### src/rtl/ifid_field_stage_pkg.sv
// Shared definitions for the IF/ID field stage: instruction field positions,
// state encodings and the decoded-field bundle handed to decode.
package ifid_field_stage_pkg;

    localparam int INSTR_W = 32;
    localparam int OPC_W   = 6;
    localparam int REG_W   = 5;
    localparam int SHAMT_W = 5;
    localparam int FUNCT_W = 6;
    localparam int IMM_W   = 16;

    localparam int OPC_HI = 31;
    localparam int OPC_LO = 26;
    localparam int RS_HI  = 25;
    localparam int RS_LO  = 21;
    localparam int RT_HI  = 20;
    localparam int RT_LO  = 16;
    localparam int RD_HI  = 15;
    localparam int RD_LO  = 11;
    localparam int SH_HI  = 10;
    localparam int SH_LO  = 6;
    localparam int FN_HI  = 5;
    localparam int FN_LO  = 0;
    localparam int IMM_HI = 15;
    localparam int IMM_LO = 0;

    localparam logic [OPC_W-1:0] LUI_OPCODE_DEF = 6'h0F;

    localparam logic [1:0] ST_EMPTY = 2'd0;
    localparam logic [1:0] ST_FULL  = 2'd1;
    localparam logic [1:0] ST_SKID  = 2'd2;

    typedef struct packed {
        logic [OPC_W-1:0]   opcode;
        logic [REG_W-1:0]   rs;
        logic [REG_W-1:0]   rt;
        logic [REG_W-1:0]   rd;
        logic [SHAMT_W-1:0] shamt;
        logic [FUNCT_W-1:0] funct;
        logic [IMM_W-1:0]   immed;
        logic [INSTR_W-1:0] sext_imm;
        logic               is_lui;
    } instr_fields_t;

    function automatic logic [INSTR_W-1:0] sext16(input logic [IMM_W-1:0] imm);
        return {{(INSTR_W-IMM_W){imm[IMM_W-1]}}, imm};
    endfunction

endpackage

### src/rtl/ifid_field_stage_if.sv
// Fetch-side and decode-side handshake bundle of the IF/ID field stage.
interface ifid_field_stage_if
    import ifid_field_stage_pkg::*;
#(
    parameter int PC_W = 32
);
    logic                 in_valid;
    logic                 in_ready;
    logic [PC_W-1:0]      in_pc;
    logic [INSTR_W-1:0]   in_instr;
    logic                 out_valid;
    logic                 out_ready;
    logic [PC_W-1:0]      out_pc;
    logic [OPC_W-1:0]     out_opcode;
    logic [REG_W-1:0]     out_rs;
    logic [REG_W-1:0]     out_rt;
    logic [REG_W-1:0]     out_rd;
    logic [SHAMT_W-1:0]   out_shamt;
    logic [FUNCT_W-1:0]   out_funct;
    logic [IMM_W-1:0]     out_immed;
    logic [INSTR_W-1:0]   out_sext_imm;
    logic                 out_is_lui;

    modport master (
        output in_valid, in_pc, in_instr, out_ready,
        input  in_ready, out_valid, out_pc, out_opcode, out_rs, out_rt, out_rd,
               out_shamt, out_funct, out_immed, out_sext_imm, out_is_lui
    );

    modport slave (
        input  in_valid, in_pc, in_instr, out_ready,
        output in_ready, out_valid, out_pc, out_opcode, out_rs, out_rt, out_rd,
               out_shamt, out_funct, out_immed, out_sext_imm, out_is_lui
    );
endinterface

### src/rtl/ifid_field_stage_instr_field_split.sv
// Combinational split of a 32-bit instruction into its fields; kept separate
// so later decode stages can reuse it.
module instr_field_split
    import ifid_field_stage_pkg::*;
#(
    parameter logic [OPC_W-1:0] LUI_OPCODE = LUI_OPCODE_DEF
) (
    input  logic               valid,
    input  logic [INSTR_W-1:0] instr,
    output instr_fields_t      fields
);
    assign fields.opcode   = instr[OPC_HI:OPC_LO];
    assign fields.rs       = instr[RS_HI:RS_LO];
    assign fields.rt       = instr[RT_HI:RT_LO];
    assign fields.rd       = instr[RD_HI:RD_LO];
    assign fields.shamt    = instr[SH_HI:SH_LO];
    assign fields.funct    = instr[FN_HI:FN_LO];
    assign fields.immed    = instr[IMM_HI:IMM_LO];
    assign fields.sext_imm = sext16(instr[IMM_HI:IMM_LO]);
    // Gated by valid so a stale register image never looks like a LUI.
    assign fields.is_lui   = valid && (instr[OPC_HI:OPC_LO] == LUI_OPCODE);
endmodule

### src/rtl/ifid_field_stage.sv
// IF/ID stage: 2-entry skid buffer holding {pc, instr}; ready/valid both come
// straight from the state register, fields are sliced from the head word.
module ifid_field_stage
    import ifid_field_stage_pkg::*;
#(
    parameter int               PC_W       = 32,
    parameter logic [OPC_W-1:0] LUI_OPCODE = LUI_OPCODE_DEF
) (
    input  logic              clk,
    input  logic              rst_n,
    input  logic              flush,
    ifid_field_stage_if.slave bus
);
    localparam int WORD_W = PC_W + INSTR_W;

    logic [1:0]        state_r;
    logic [1:0]        state_nxt_s;
    logic [WORD_W-1:0] main_r;
    logic [WORD_W-1:0] skid_r;
    logic [WORD_W-1:0] in_word_s;
    logic              in_ready_s;
    logic              out_valid_s;
    logic              in_fire_s;
    logic              out_fire_s;
    logic              load_main_s;
    logic              load_skid_s;
    logic              main_from_skid_s;
    instr_fields_t     fields_s;

    assign in_ready_s  = (state_r != ST_SKID);
    assign out_valid_s = (state_r != ST_EMPTY);
    assign in_fire_s   = bus.in_valid && in_ready_s;
    assign out_fire_s  = out_valid_s && bus.out_ready;
    assign in_word_s   = {bus.in_pc, bus.in_instr};

    // Next-state and register-load decisions; flush overrides everything.
    always_comb begin
        state_nxt_s      = state_r;
        load_main_s      = 1'b0;
        load_skid_s      = 1'b0;
        main_from_skid_s = 1'b0;
        case (state_r)
            ST_EMPTY: begin
                if (in_fire_s) begin
                    load_main_s = 1'b1;
                    state_nxt_s = ST_FULL;
                end else begin
                    state_nxt_s = ST_EMPTY;
                end
            end
            ST_FULL: begin
                if (in_fire_s && out_fire_s) begin
                    load_main_s = 1'b1;
                    state_nxt_s = ST_FULL;
                end else if (in_fire_s) begin
                    load_skid_s = 1'b1;
                    state_nxt_s = ST_SKID;
                end else if (out_fire_s) begin
                    state_nxt_s = ST_EMPTY;
                end else begin
                    state_nxt_s = ST_FULL;
                end
            end
            ST_SKID: begin
                if (out_fire_s) begin
                    load_main_s      = 1'b1;
                    main_from_skid_s = 1'b1;
                    state_nxt_s      = ST_FULL;
                end else begin
                    state_nxt_s = ST_SKID;
                end
            end
            default: begin
                state_nxt_s = ST_EMPTY;
            end
        endcase
        if (flush) begin
            state_nxt_s      = ST_EMPTY;
            load_main_s      = 1'b0;
            load_skid_s      = 1'b0;
            main_from_skid_s = 1'b0;
        end else begin
            state_nxt_s = state_nxt_s;
        end
    end

    // State register.
    always_ff @(posedge clk or negedge rst_n) begin
        if (!rst_n) begin
            state_r <= ST_EMPTY;
        end else begin
            state_r <= state_nxt_s;
        end
    end

    // Data registers move only on a transfer and otherwise hold.
    always_ff @(posedge clk or negedge rst_n) begin
        if (!rst_n) begin
            main_r <= {WORD_W{1'b0}};
            skid_r <= {WORD_W{1'b0}};
        end else begin
            if (load_main_s) begin
                main_r <= main_from_skid_s ? skid_r : in_word_s;
            end
            if (load_skid_s) begin
                skid_r <= in_word_s;
            end
        end
    end

    instr_field_split #(
        .LUI_OPCODE (LUI_OPCODE)
    ) u_split (
        .valid  (out_valid_s),
        .instr  (main_r[INSTR_W-1:0]),
        .fields (fields_s)
    );

    assign bus.in_ready     = in_ready_s;
    assign bus.out_valid    = out_valid_s;
    assign bus.out_pc       = main_r[WORD_W-1:INSTR_W];
    assign bus.out_opcode   = fields_s.opcode;
    assign bus.out_rs       = fields_s.rs;
    assign bus.out_rt       = fields_s.rt;
    assign bus.out_rd       = fields_s.rd;
    assign bus.out_shamt    = fields_s.shamt;
    assign bus.out_funct    = fields_s.funct;
    assign bus.out_immed    = fields_s.immed;
    assign bus.out_sext_imm = fields_s.sext_imm;
    assign bus.out_is_lui   = fields_s.is_lui;

endmodule

### src/flat_wrapper.sv
// flat-port wrapper written by rule: the top's interface ports become plain ports
module ifid_field_stage_flat import ifid_field_stage_pkg::*;
#(
    parameter int               PC_W       = 32,
    parameter logic [OPC_W-1:0] LUI_OPCODE = LUI_OPCODE_DEF
)
  (clk, rst_n, flush, bus_in_valid, bus_in_pc, bus_in_instr, bus_out_ready, bus_in_ready, bus_out_valid, bus_out_pc, bus_out_opcode, bus_out_rs, bus_out_rt, bus_out_rd, bus_out_shamt, bus_out_funct, bus_out_immed, bus_out_sext_imm, bus_out_is_lui);
  ifid_field_stage_if #(.PC_W(PC_W)) bus_i ();
  input  logic clk;
  input  logic rst_n;
  input  logic flush;
  input wire logic [$bits(bus_i.in_valid)-1:0] bus_in_valid;
  input wire logic [$bits(bus_i.in_pc)-1:0] bus_in_pc;
  input wire logic [$bits(bus_i.in_instr)-1:0] bus_in_instr;
  input wire logic [$bits(bus_i.out_ready)-1:0] bus_out_ready;
  output wire logic [$bits(bus_i.in_ready)-1:0] bus_in_ready;
  output wire logic [$bits(bus_i.out_valid)-1:0] bus_out_valid;
  output wire logic [$bits(bus_i.out_pc)-1:0] bus_out_pc;
  output wire logic [$bits(bus_i.out_opcode)-1:0] bus_out_opcode;
  output wire logic [$bits(bus_i.out_rs)-1:0] bus_out_rs;
  output wire logic [$bits(bus_i.out_rt)-1:0] bus_out_rt;
  output wire logic [$bits(bus_i.out_rd)-1:0] bus_out_rd;
  output wire logic [$bits(bus_i.out_shamt)-1:0] bus_out_shamt;
  output wire logic [$bits(bus_i.out_funct)-1:0] bus_out_funct;
  output wire logic [$bits(bus_i.out_immed)-1:0] bus_out_immed;
  output wire logic [$bits(bus_i.out_sext_imm)-1:0] bus_out_sext_imm;
  output wire logic [$bits(bus_i.out_is_lui)-1:0] bus_out_is_lui;
  assign bus_i.in_valid = bus_in_valid;
  assign bus_i.in_pc = bus_in_pc;
  assign bus_i.in_instr = bus_in_instr;
  assign bus_i.out_ready = bus_out_ready;
  assign bus_in_ready = bus_i.in_ready;
  assign bus_out_valid = bus_i.out_valid;
  assign bus_out_pc = bus_i.out_pc;
  assign bus_out_opcode = bus_i.out_opcode;
  assign bus_out_rs = bus_i.out_rs;
  assign bus_out_rt = bus_i.out_rt;
  assign bus_out_rd = bus_i.out_rd;
  assign bus_out_shamt = bus_i.out_shamt;
  assign bus_out_funct = bus_i.out_funct;
  assign bus_out_immed = bus_i.out_immed;
  assign bus_out_sext_imm = bus_i.out_sext_imm;
  assign bus_out_is_lui = bus_i.out_is_lui;
  ifid_field_stage #(.PC_W(PC_W), .LUI_OPCODE(LUI_OPCODE)) u_core (.clk(clk), .rst_n(rst_n), .flush(flush), .bus(bus_i));
endmodule
### config.mk
export PLATFORM = sky130hd
export DESIGN_NAME = ifid_field_stage_flat
export DESIGN_NICKNAME = d
export VERILOG_FILES = /design/src/rtl/ifid_field_stage_pkg.sv /design/src/rtl/ifid_field_stage_if.sv /design/src/rtl/ifid_field_stage_instr_field_split.sv /design/src/rtl/ifid_field_stage.sv /design/src/flat_wrapper.sv
export SDC_FILE = /design/constraint.sdc
export NUM_CORES = 1
export LEC_CHECK = 0
export CAP_MARGIN = 20
export CORE_MARGIN = 4
export CORE_UTILIZATION = 45
export DETAILED_ROUTE_END_ITERATION = 10
export PLACE_DENSITY = 0.76
export SETUP_SLACK_MARGIN = 0.5
export SYNTH_ARGS = -nofsm -noshare
export SYNTH_HDL_FRONTEND = slang
export SYNTH_HIERARCHICAL = 1
export SYNTH_SLANG_ARGS = --single-unit
export TNS_END_PERCENT = 30
### constraint.sdc
create_clock -name clk -period 5.1 [get_ports clk]
set_input_delay 1.02 -clock clk [delete_from_list [all_inputs] [get_ports clk]]
set_output_delay 1.02 -clock clk [all_outputs]
set_load 0.03 [all_outputs]
# Word-level counts from Yosys, hierarchy flattened
# Index checks and enable logic that the tools add are counted.
[classes]
add_sub_neg = 0
mul = 0
div_mod_pow = 0
order_cmp = 0
n_eq_ne = 4
n_shift = 0
mux = 18
bitwise_logic = 0
n_reduce_logical = 6
[op_table]
columns = ["op", "count"]
rows = [
  ["2-to-1 mux 64 bit", 1],
  ["2-to-1 mux 1 bit", 11],
  ["2-to-1 mux 2 bit", 4],
  ["equality test 6 x 4 -> 1 bit (second input constant)", 1],
  ["one-hot mux 2 bit (3 select lines)", 1],
  ["logical AND 1 bit", 4],
  ["one-hot mux 1 bit (3 select lines)", 1],
  ["equality test 2 x 1 -> 1 bit (second input constant)", 1],
  ["equality test 2 bit (second input constant)", 1],
  ["zero test 2 bit", 1],
  ["!= test 2 bit (second input constant)", 1],
  ["nonzero test 2 bit", 1],
]
[word_totals]
ff_bits = 130
latchBits = 0
ram_bits = 0
romBits = 0
inputBits = 69
out_inout_bits = 115
elab_cells = 31
mem_count = 0

# Logic depth before layout (Yosys ltp)
# Gate-level depths: netlist of the first run.
[logic_depth]
word_depth = 7
ltp_mapped = 8
ltp_nobuf = 7

# By module
# Netlist of the first run, hierarchy kept.
[by_module_without_submodules]
columns = ["mod", "n_inst", "cells_per_inst", "area_each_um2", "seq_area_each_um2"]
rows = [
  ["ifid_field_stage", 1, 391, 6045.8, 3253.1],
  ["instr_field_split", 1, 83, 623.1, 0.0],
]

# Worst setup path before layout of the first run
# OpenSTA, ideal clock, no wires.
[synth_timing]
kind = "register to output"
start = "reg u_core.state_r[0]"
end = "out bus_out_is_lui"
arrival_ns = 1.316
required_time_ns = 4.080
slack_ns = 2.764
path_stages_with_launch = 4
path_buffers = 0
path_cell_list = "dfrtp_1 or2_2 nand4b_1 nor3_2"
[synth_via]
elab_chain_cells = 2
[synth_lines]
columns = ["item", "line", "text"]
rows = [
  ["start, declared", "ifid_field_stage.sv:16", "logic [1:0] state_r;"],
  ["start signal, assigned", "ifid_field_stage.sv:92", "state_r <= state_nxt_s;"],
  ["nonzero test 2 bit", "ifid_field_stage.sv:31", "assign out_valid_s = (state_r != ST_EMPTY);"],
  ["named net bus_out_valid", "flat_wrapper.sv:17", "output wire logic [$bits(bus_i.out_valid)-1:0] bus_out_valid;"],
  ["logical AND 1 bit", "ifid_field_stage_instr_field_split.sv:21", "assign fields.is_lui = valid && (instr[OPC_HI:OPC_LO] == LUI_OPCODE);"],
  ["end, declared", "flat_wrapper.sv:27", "output wire logic [$bits(bus_i.out_is_lui)-1:0] bus_out_is_lui;"],
]
# The timed path passes the listed nets, and every way through them passes these cells.

# Final worst setup path of the first run
[layout_timing]
start = "reg u_core.state_r[0]"
end = "out bus_out_is_lui"
[layout_via]
elab_chain_cells = 2
[layout_lines]
columns = ["item", "line"]
rows = [
  ["nonzero test 2 bit", "ifid_field_stage.sv:31"],
  ["logical AND 1 bit", "ifid_field_stage_instr_field_split.sv:21"],
]
# Every way passes these cells.

==> results of run 1 <==
-- final timing paths --
path,end,slack (ns),cells past startpoint
worst max register to register,u_core/skid_r[53],2.43,5
min in group asynchronous,u_core/skid_r[33],0.71,1
worst min register to register,u_core/skid_r[28],0.50,1
worst min-delay path,u_core/skid_r[28],0.50,1
worst max-delay path,bus_out_is_lui,1.87,4
max in group asynchronous,u_core/skid_r[34],3.52,2
-- sequential cells by signal, summed over array words and instances, names as in the netlist --
signal and cells:
u_core/main_r 64, u_core/skid_r 64, u_core/state_r 2
-- placed cells by master (no fill, tap or decap), drive strengths merged, types with 2 or more instances in the layout --
master / instances
mux2: 192
clkdlybuf4s50: 182
dfrtp: 130
clkbuf: 24
buf: 6
clkinvlp: 4
clkinv: 2
bufinv: 2
nand2: 2
inv: 2
ha: 2
o31ai: 2
-- power by group through the flow --
stage,clock network [mW],registers [mW],logic [mW]
floorplan,0,1.48,1.14
global placement,0,1.52,1.35
detailed placement,0,1.55,1.38
CTS,1.24,1.53,1.38
global route,1.28,1.57,1.45
finish,1.21,1.53,1.37
-- cells by family after synthesis --
logic type	share of synthesized area [%]
adder cells (fa/ha/maj)	0.375
flip-flops	48.8
buffers and inverters	15.6
AND/OR/NAND/NOR	1.54
multiplexers	33.1
AO/OA/AOI/OAI	0.544
-- layer usage --
| layer | GRT usage [%] | up-vias | part of all wire [%] |
|---|---|---|---|
| li1 | - | 1693 | - |
| met1 | 19.3 | 1822 | 42 |
| met2 | 25.4 | 143 | 49 |
| met3 | 5.49 | 12 | 8.0 |
| met4 | 5.87 | 0 | 1.2 |
| met5 | 0 | - | 0 |
-- cell type report --
cell class	count	area, µm²	share of cell area, %
Sequential cell	130	3250	38.9
Multi-Input combinational cell	210	2390	28.5
Timing Repair Buffer	188	1880	22.5
Clock buffer	24	502	6.00
Tap cell	184	230	2.75
Clock inverter	8	100	1.20
Inverter	2	7.51	0.0898
==> flow_metrics.env, run 1 <==
export IMPL_nets=620
export IMPL_ir_drop_uv=240
export IMPL_p_int_mw=2.81
export IMPL_skew_ns=0.00884
export IMPL_diodes=0
export IMPL_grt_max_degree=67
export IMPL_dieHeight_um=130
export IMPL_htreeDepth=4
export IMPL_cts_buffers_inserted=17
export IMPL_synth_seq_cells=130
export IMPL_area_growth_pct=25.3
export IMPL_post_route_util_pct=57.5
export IMPL_powerDensity_mw_per_mm2=491
export IMPL_cts_resized=0
export IMPL_drv_cap=0
export IMPL_sequentialPowerShare_pct=37.3
export IMPL_cp_arrival_ns=2.21
export IMPL_min_period_ns=3.23
export IMPL_seq_area_frac_synth_pct=48.8
export IMPL_place_area_mm2=0.00776
export IMPL_synthTopCellsByArea="dfrtp_1, mux2_2, buf_4"
export IMPL_clkLatencyLatePin_ns=0.40
export IMPL_combinationalPowerShare_pct=33.3
export IMPL_wl_um=12600
export IMPL_antenna_found_initial=0
export IMPL_ys_top_cells_by_count="mux2_2, dfrtp_1, buf_4, buf_6, mux2_4"
export IMPL_worstPathRequired_ns=4.08
export IMPL_path_buf_inv=1
export IMPL_crit_path_end_kind="output pin"
export IMPL_cts_tree="built"
export IMPL_gr_usage_all_layers_pct=15.6
export IMPL_clock_sinks=130
export IMPL_r2r_start="u_core/state_r[0]"
export IMPL_coreArea_mm2=0.0145
export IMPL_place_congestion=0.708
export IMPL_cp_startpoint="u_core/state_r[0]"
export IMPL_die_area_mm2=0.0168
export IMPL_syn_area_per_cell_um2=14.1
export IMPL_p_sw_share_pct=31.5
export IMPL_start_util_pct=45.9
export IMPL_rsz0062_at_grt="false"
export IMPL_switchingPower_mw=1.29
export IMPL_timing_final_crit_share_pct=63.4
export IMPL_path_class="reg -> out"
export IMPL_layout_setup_ws_ns=1.87
export IMPL_netlist_instances=474
export IMPL_crit_path_start_kind="register"
export IMPL_finalMaxSlewViolations=0
export IMPL_stdcell_count=746
export IMPL_setup_viol=0
export IMPL_syn_nets=545
export IMPL_row_count=44
export IMPL_hold_viol_final=0
export IMPL_critPathMaxStageDelay_ns=0.69
export IMPL_final_antenna_net_count=0
export IMPL_final_cell_area_mm2=0.00836
export IMPL_synth_edf_count=0
export IMPL_hold_buffers=0
export IMPL_ys_types=23
export IMPL_hold_path_startpoint="u_core/skid_r[28]"
export IMPL_status="completed"
export IMPL_slew_headroom_pct=32.4
export IMPL_power_mw=4.10
export IMPL_hp_class="reg -> reg"
export IMPL_async_reset_ff_share_pct=100
export IMPL_worstMarginPinSlew_ns=1.01
export IMPL_post_cts_buffers=0
export IMPL_viasPerCell=4.92
export IMPL_cp_max_fo=8
export IMPL_power_frac_clock_pct=29.4
export IMPL_dp_cells=714
export IMPL_pre_cts_ws_ns=1.74
export IMPL_ys_warn_count=6
export IMPL_syn_area_mm2=0.00667
export IMPL_grt_pass1_vias=4075
export IMPL_drive_gt1_share_pct=41.6
export IMPL_hold_slack_ns=0.500
export IMPL_dp_hpwl_um=8560
export IMPL_yosys_area_top_type_share_pct=48.8
export IMPL_drc=0
export IMPL_synth_top_area_cell="dfrtp_1"
export IMPL_firstDrtPassIters=4
export IMPL_vias=3670
export IMPL_cp_cell_sequence="or2_2, nand4b_1, nor3_2, clkdlybuf4s50_1"
export IMPL_cp_slowest_cell="clkdlybuf4s50_1"
export IMPL_cts_root_buf="clkbuf_16"
export IMPL_synth_most_common_cell="mux2_2"
export IMPL_ys_flop_type="dfrtp_1"
export IMPL_cp_top_family="buffers and inverters"
export IMPL_max_clock_freq_mhz=309
export IMPL_die_x_um=130
export IMPL_port_buffer_count=183
export IMPL_grt_ovfl_total=0
export IMPL_grt_pass1_wl_um=20700
export IMPL_io_pins=184
export IMPL_clk_path_buf_depth=2
export IMPL_wl_per_cell_um=16.9
export IMPL_leakagePower_nw=3.40
export IMPL_clk_pin_slew_ns=0.05
export IMPL_tns_ns=0
export IMPL_drt_iter0_drc=93
export IMPL_fill_cells=1150
No activity file was read; power rests on OpenSTA's default activity.
==> inputs of run 2 (changes only) <==
==> constraint.sdc (replaced) <==
create_clock -name clk -period 3.1 [get_ports clk]
set_input_delay 0.62 -clock clk [delete_from_list [all_inputs] [get_ports clk]]
set_output_delay 0.62 -clock clk [all_outputs]
set_load 0.03 [all_outputs]
==> run 2 against run 1 <==
Net effect:
- routed wire length rose by 1.6%
- critical path depth decreased by 2
- first-iteration DRC count rose by 32%
- sequential share of layout area fell by 0.41 points
- cell area increased by 1.1%
- sequential power grew 64%
- sequential cell count did not move
- setup slack got worse by 1.3 ns
==> flow_metrics.env, run 2 (synthesis gave the netlist of run 1 again) <==
export IMPL_status="completed"
export IMPL_hold_viol_final=0
export IMPL_worstPathRequired_ns=2.48
export IMPL_start_util_pct=45.9
export IMPL_vias=3723
export IMPL_post_cts_buffers=0
export IMPL_drive_gt1_share_pct=41.8
export IMPL_viasPerCell=4.97
export IMPL_hp_class="in -> async"
export IMPL_tns_ns=0
export IMPL_die_x_um=130
export IMPL_post_route_util_pct=58.1
export IMPL_port_buffer_count=183
export IMPL_drc=0
export IMPL_layout_commonest_cell="mux2_2"
export IMPL_rsz0062_at_grt="false"
export IMPL_htreeDepth=4
export IMPL_crit_path_end_kind="output pin"
export IMPL_die_area_mm2=0.0168
export IMPL_leakagePower_nw=3.45
export IMPL_skew_ns=0.0114
export IMPL_clk_path_buf_depth=2
export IMPL_grt_pass1_wl_um=21000
export IMPL_power_mw=6.86
export IMPL_layout_common_cells="mux2_2, clkdlybuf4s50_1, dfrtp_1"
export IMPL_final_antenna_net_count=0
export IMPL_io_pins=184
export IMPL_ir_drop_uv=369
export IMPL_wl_per_cell_um=17.1
export IMPL_coreArea_mm2=0.0145
export IMPL_diodes=0
export IMPL_wl_um=12800
export IMPL_reg_top3="u_core/main_r (64), u_core/skid_r (64), u_core/state_r (2)"
export IMPL_drt_iter0_drc=123
export IMPL_fill_cells=1148
export IMPL_firstDrtPassIters=4
export IMPL_cts_resized=1
export IMPL_max_clock_freq_mhz=399
export IMPL_hold_buffers=0
export IMPL_row_count=44
export IMPL_nets=623
export IMPL_cp_max_fo=8
export IMPL_dieHeight_um=130
export IMPL_setup_viol=0
export IMPL_place_area_mm2=0.00783
export IMPL_clk_pin_slew_ns=0.06
export IMPL_clkLatencyLatePin_ns=0.41
export IMPL_crit_path_start_kind="register"
export IMPL_grt_pass1_vias=4152
export IMPL_area_growth_pct=26.7
export IMPL_worstMarginPinSlew_ns=0.493
export IMPL_min_period_ns=2.51
export IMPL_path_class="reg -> out"
export IMPL_place_congestion=0.731
export IMPL_dp_hpwl_um=8770
export IMPL_cts_root_buf="clkbuf_16"
export IMPL_grt_max_degree=66
export IMPL_timing_final_crit_share_pct=80.9
export IMPL_gr_usage_all_layers_pct=16.0
export IMPL_cp_arrival_ns=1.89
export IMPL_clock_sinks=130
export IMPL_cts_buffers_inserted=17
export IMPL_final_cell_area_mm2=0.00845
export IMPL_drv_cap=0
export IMPL_finalMaxSlewViolations=0
export IMPL_slew_headroom_pct=67.1
export IMPL_grt_ovfl_total=0
export IMPL_cts_tree="built"
export IMPL_antenna_found_initial=0
export IMPL_powerDensity_mw_per_mm2=811
run 2: changes by cell type in the layout (fill, tap and decap cells not counted):
cell,delta
clkinv_4,+1
clkinvlp_4,-2
bufinv_16,+2
dlygate4sd2_1,+1
dfrtp_2,+1
buf_12,+4
clkbuf_1,+2
clkbuf_8,-3
buf_4,-1
dfrtp_1,-1
clkdlybuf4s50_1,-1
run 2: critical path, cell delays in order, from the launching register on:
cell and delay (ns):
dfrtp_2 0.48, or2_2 0.37, clkdlybuf4s50_1 0.63
run 2: stage by stage:
step | setup WS, ns | std cells | hold slack [ns]
6_report | 0.591 | 749 | 0.155
5_1_grt | 0.531 | 749 | 0.171
3_3_place_gp | 0.430 | 717 | 0.483
4_1_cts | 0.505 | 749 | 0.148
3_5_place_dp | 0.333 | 717 | 0.491
2_1_floorplan | 0.941 | 474 | 0.324
run 2: where the power goes:
part	leakage [nW]	internal, mW	switching, mW
Combinational	1.59	1.13	1.13
Clock	0.297	1.39	0.694
Sequential	1.55	2.21	0.304
Total	3.45	4.73	2.13
run 2: final cells by class:
type	instances	area (µm²)	share of cell area [%]
clock buffer	23	468	5.54
clock inverter	9	154	1.82
inverter	2	7.51	0.0888
multi-input combinational	210	2390	28.2
sequential	130	3250	38.5
tap	184	230	2.72
timing repair buffer	191	1950	23.1
run 2: layer usage:
metal / global-route usage [%] / wire, µm / share of wire, %
met5: 0 / 0 / 0
met4: 4.71 / 95 / 0.74
met3: 6.18 / 1080 / 8.4
met2: 27.1 / 6410 / 50
met1: 19.0 / 5190 / 41
run 2: path summary, 6_finish.rpt:
| check | start | cells past startpoint | to | slack, ns |
|---|---|---|---|---|
| max in group asynchronous | rst_n | 2 | u_core/skid_r[19] | 2.16 |
| min | rst_n | 1 | u_core/skid_r[30] | 0.16 |
| max | u_core/state_r[0] | 2 | bus_out_valid | 0.59 |
| max reg2reg | u_core/state_r[0] | 6 | u_core/skid_r[62] | 0.85 |
| min in group clk | u_core/skid_r[3] | 1 | u_core/skid_r[3] | 0.50 |
| min reg2reg | u_core/skid_r[3] | 1 | u_core/skid_r[3] | 0.50 |
==> inputs of run 3 (changes only) <==
--- a/config.mk
+++ b/config.mk
@@ -7,9 +7,9 @@
 export LEC_CHECK = 0
 export CAP_MARGIN = 20
 export CORE_MARGIN = 4
-export CORE_UTILIZATION = 45
+export CORE_UTILIZATION = 44
 export DETAILED_ROUTE_END_ITERATION = 10
-export PLACE_DENSITY = 0.76
+export PLACE_DENSITY = 0.77
 export SETUP_SLACK_MARGIN = 0.5
 export SYNTH_ARGS = -nofsm -noshare
 export SYNTH_HDL_FRONTEND = slang
==> constraint.sdc (replaced) <==
create_clock -name clk -period 2.3 [get_ports clk]
set_input_delay 0.46 -clock clk [delete_from_list [all_inputs] [get_ports clk]]
set_output_delay 0.46 -clock clk [all_outputs]
set_load 0.03 [all_outputs]
==> run 3 against run 2 <==
Net effect:
- routed wire length rose by 13%
- critical endpoint is now u_core/main_r[35]
- critical path type is now in -> reg
- register-to-register slack lost 0.59 ns
- critical path depth is 4 higher
- non-clock buffer count up 27
- sequential power grew 35%
- clock power increased by 25%
- die area rose by 2.1%
- setup slack got worse by 0.34 ns
- clock skew is 0.0058 ns lower
- first-iteration DRC count up 8.1%
- global-route usage grew 0.16 points
==> flow_metrics.env, run 3 (synthesis gave the netlist of run 1 again) <==
export IMPL_hp_class="in -> async"
export IMPL_dp_hpwl_um=9140
export IMPL_min_period_ns=2.05
export IMPL_place_congestion=0.705
export IMPL_reg_top3="u_core/main_r (64), u_core/skid_r (64), u_core/state_r (2)"
export IMPL_place_area_mm2=0.00797
export IMPL_start_util_pct=45.4
export IMPL_wl_um=14400
export IMPL_finalMaxSlewViolations=0
export IMPL_grt_max_degree=50
export IMPL_leakagePower_nw=3.77
export IMPL_diodes=0
export IMPL_skew_ns=0.00551
export IMPL_area_growth_pct=35.1
export IMPL_grt_pass1_vias=4245
export IMPL_powerDensity_mw_per_mm2=1020
export IMPL_coreArea_mm2=0.0147
export IMPL_slew_headroom_pct=65.4
export IMPL_worstPathRequired_ns=2.59
export IMPL_timing_final_crit_share_pct=89.1
export IMPL_clock_sinks=130
export IMPL_max_clock_freq_mhz=488
export IMPL_gr_usage_all_layers_pct=16.2
export IMPL_cts_buffers_inserted=17
export IMPL_hold_buffers=0
export IMPL_cts_tree="built"
export IMPL_drt_iter0_drc=133
export IMPL_die_x_um=131
export IMPL_tns_ns=0
export IMPL_cts_root_buf="clkbuf_16"
export IMPL_hold_viol_final=0
export IMPL_cp_arrival_ns=2.34
export IMPL_antenna_found_initial=0
export IMPL_layout_commonest_cell="clkdlybuf4s50_1"
export IMPL_path_class="in -> reg"
export IMPL_row_count=44
export IMPL_clk_path_buf_depth=2
export IMPL_port_buffer_count=183
export IMPL_clk_pin_slew_ns=0.05
export IMPL_wl_per_cell_um=18.6
export IMPL_post_route_util_pct=61.3
export IMPL_drv_cap=0
export IMPL_fill_cells=1087
export IMPL_vias=3827
export IMPL_grt_busiest_layer="met2"
export IMPL_nets=650
export IMPL_firstDrtPassIters=4
export IMPL_setup_viol=0
export IMPL_layout_common_cells="clkdlybuf4s50_1, mux2_2, dfrtp_1"
export IMPL_drc=0
export IMPL_crit_top_cell="mux2_2"
export IMPL_htreeDepth=4
export IMPL_grt_use_met1_pct=19.6
export IMPL_grt_ovfl_total=0
export IMPL_critPathMaxStageDelay_ns=0.51
export IMPL_ir_drop_uv=527
export IMPL_met3_usage_pct=6.50
export IMPL_viasPerCell=4.94
export IMPL_crit_path_end_kind="register"
export IMPL_clkLatencyLatePin_ns=0.41
export IMPL_cp_slowest_cell="clkdlybuf4s50_1"
export IMPL_final_antenna_net_count=0
export IMPL_worstMarginPinSlew_ns=0.519
export IMPL_rrSetupSlack_ns=0.26
export IMPL_cp_cell_sequence="clkdlybuf4s50_1, nor4bb_4, buf_6, buf_12, mux2_2, mux2_2"
export IMPL_grt_pass1_wl_um=22300
export IMPL_power_mw=9.18
export IMPL_cp_max_fo=15
export IMPL_dieHeight_um=131
export IMPL_drive_gt1_share_pct=48.7
export IMPL_status="completed"
export IMPL_hold_slack_ns=0.0279
export IMPL_die_area_mm2=0.0172
export IMPL_final_cell_area_mm2=0.00901
export IMPL_crit_path_start_kind="input pin"
export IMPL_grt_util_met2_pct=26.5
export IMPL_rsz0062_at_grt="true"
export IMPL_io_pins=184
==> run 3: cell types whose count changed in the layout (fill, tap and decap cells not counted), sizes merged <==
| cell | previous run | this run |
|---|---|---|
| buf | 9 | 32 |
| bufinv | 4 | 1 |
| clkbuf | 23 | 33 |
| clkdlybuf4s15 | 0 | 19 |
| clkdlybuf4s50 | 181 | 159 |
| clkinvlp | 2 | 0 |
| dlymetal6s2s | 0 | 1 |
==> run 3: worst max-delay path, delay by kind of cell <==
kind,cells,cell delay [ns]
buf+inv,3,0.88
mux,2,0.60
simple gates,1,0.38
==> run 3: power by group <==
group / switching [mW] / internal (mW) / total, mW
Sequential: 0.418 / 2.98 / 3.40
Clock: 0.926 / 1.68 / 2.60
Combinational: 1.56 / 1.62 / 3.18
==> run 3: area by class of cell <==
| cell class | count | area [µm²] | share of cell area (%) |
|---|---|---|---|
| multi-input cells | 210 | 2510 | 27.9 |
| well taps | 184 | 230 | 2.56 |
| repair buffers | 218 | 2420 | 26.9 |
| inverters | 2 | 7.51 | 0.0833 |
| flip-flops and latches | 130 | 3260 | 36.1 |
| clock buffers | 27 | 533 | 5.92 |
| clock inverters | 4 | 45.0 | 0.500 |
==> run 3: what timing repair did <==
item	in CTS	in global routing
setup endpoints to repair	244	243
setup buffers	7	3
cloned	2	7
resized for setup	77	31
pin swaps	0	4
==> run 3: metal layers <==
| metal | vias to the layer above | share of wire [%] |
|---|---|---|
| met5 | - | 0 |
| met2 | 142 | 49 |
| met4 | 0 | 1.3 |
| li1 | 1755 | - |
| met3 | 16 | 6.7 |
| met1 | 1914 | 43 |
==> run 3: path summary, 6_finish.rpt <==
check / start / end / cells past startpoint
max in group asynchronous: rst_n / u_core/main_r[15] / 2
hold reg to reg: u_core/skid_r[30] / u_core/skid_r[30] / 1
min in group clk: bus_out_ready / u_core/state_r[1] / 2
setup reg to reg: u_core/state_r[1] / u_core/main_r[11] / 8
setup / recovery: flush / u_core/main_r[35] / 6
hold / removal: rst_n / u_core/skid_r[10] / 1
==> run 3: stage by stage <==
| step | cells | setup slack, ns |
|---|---|---|
| 2_1_floorplan | 474 | 0.355 |
| 3_3_place_gp | 725 | -0.120 |
| 3_5_place_dp | 725 | -0.162 |
| 4_1_cts | 765 | 0.239 |
| 5_1_grt | 775 | 0.205 |
| 6_report | 775 | 0.250 |
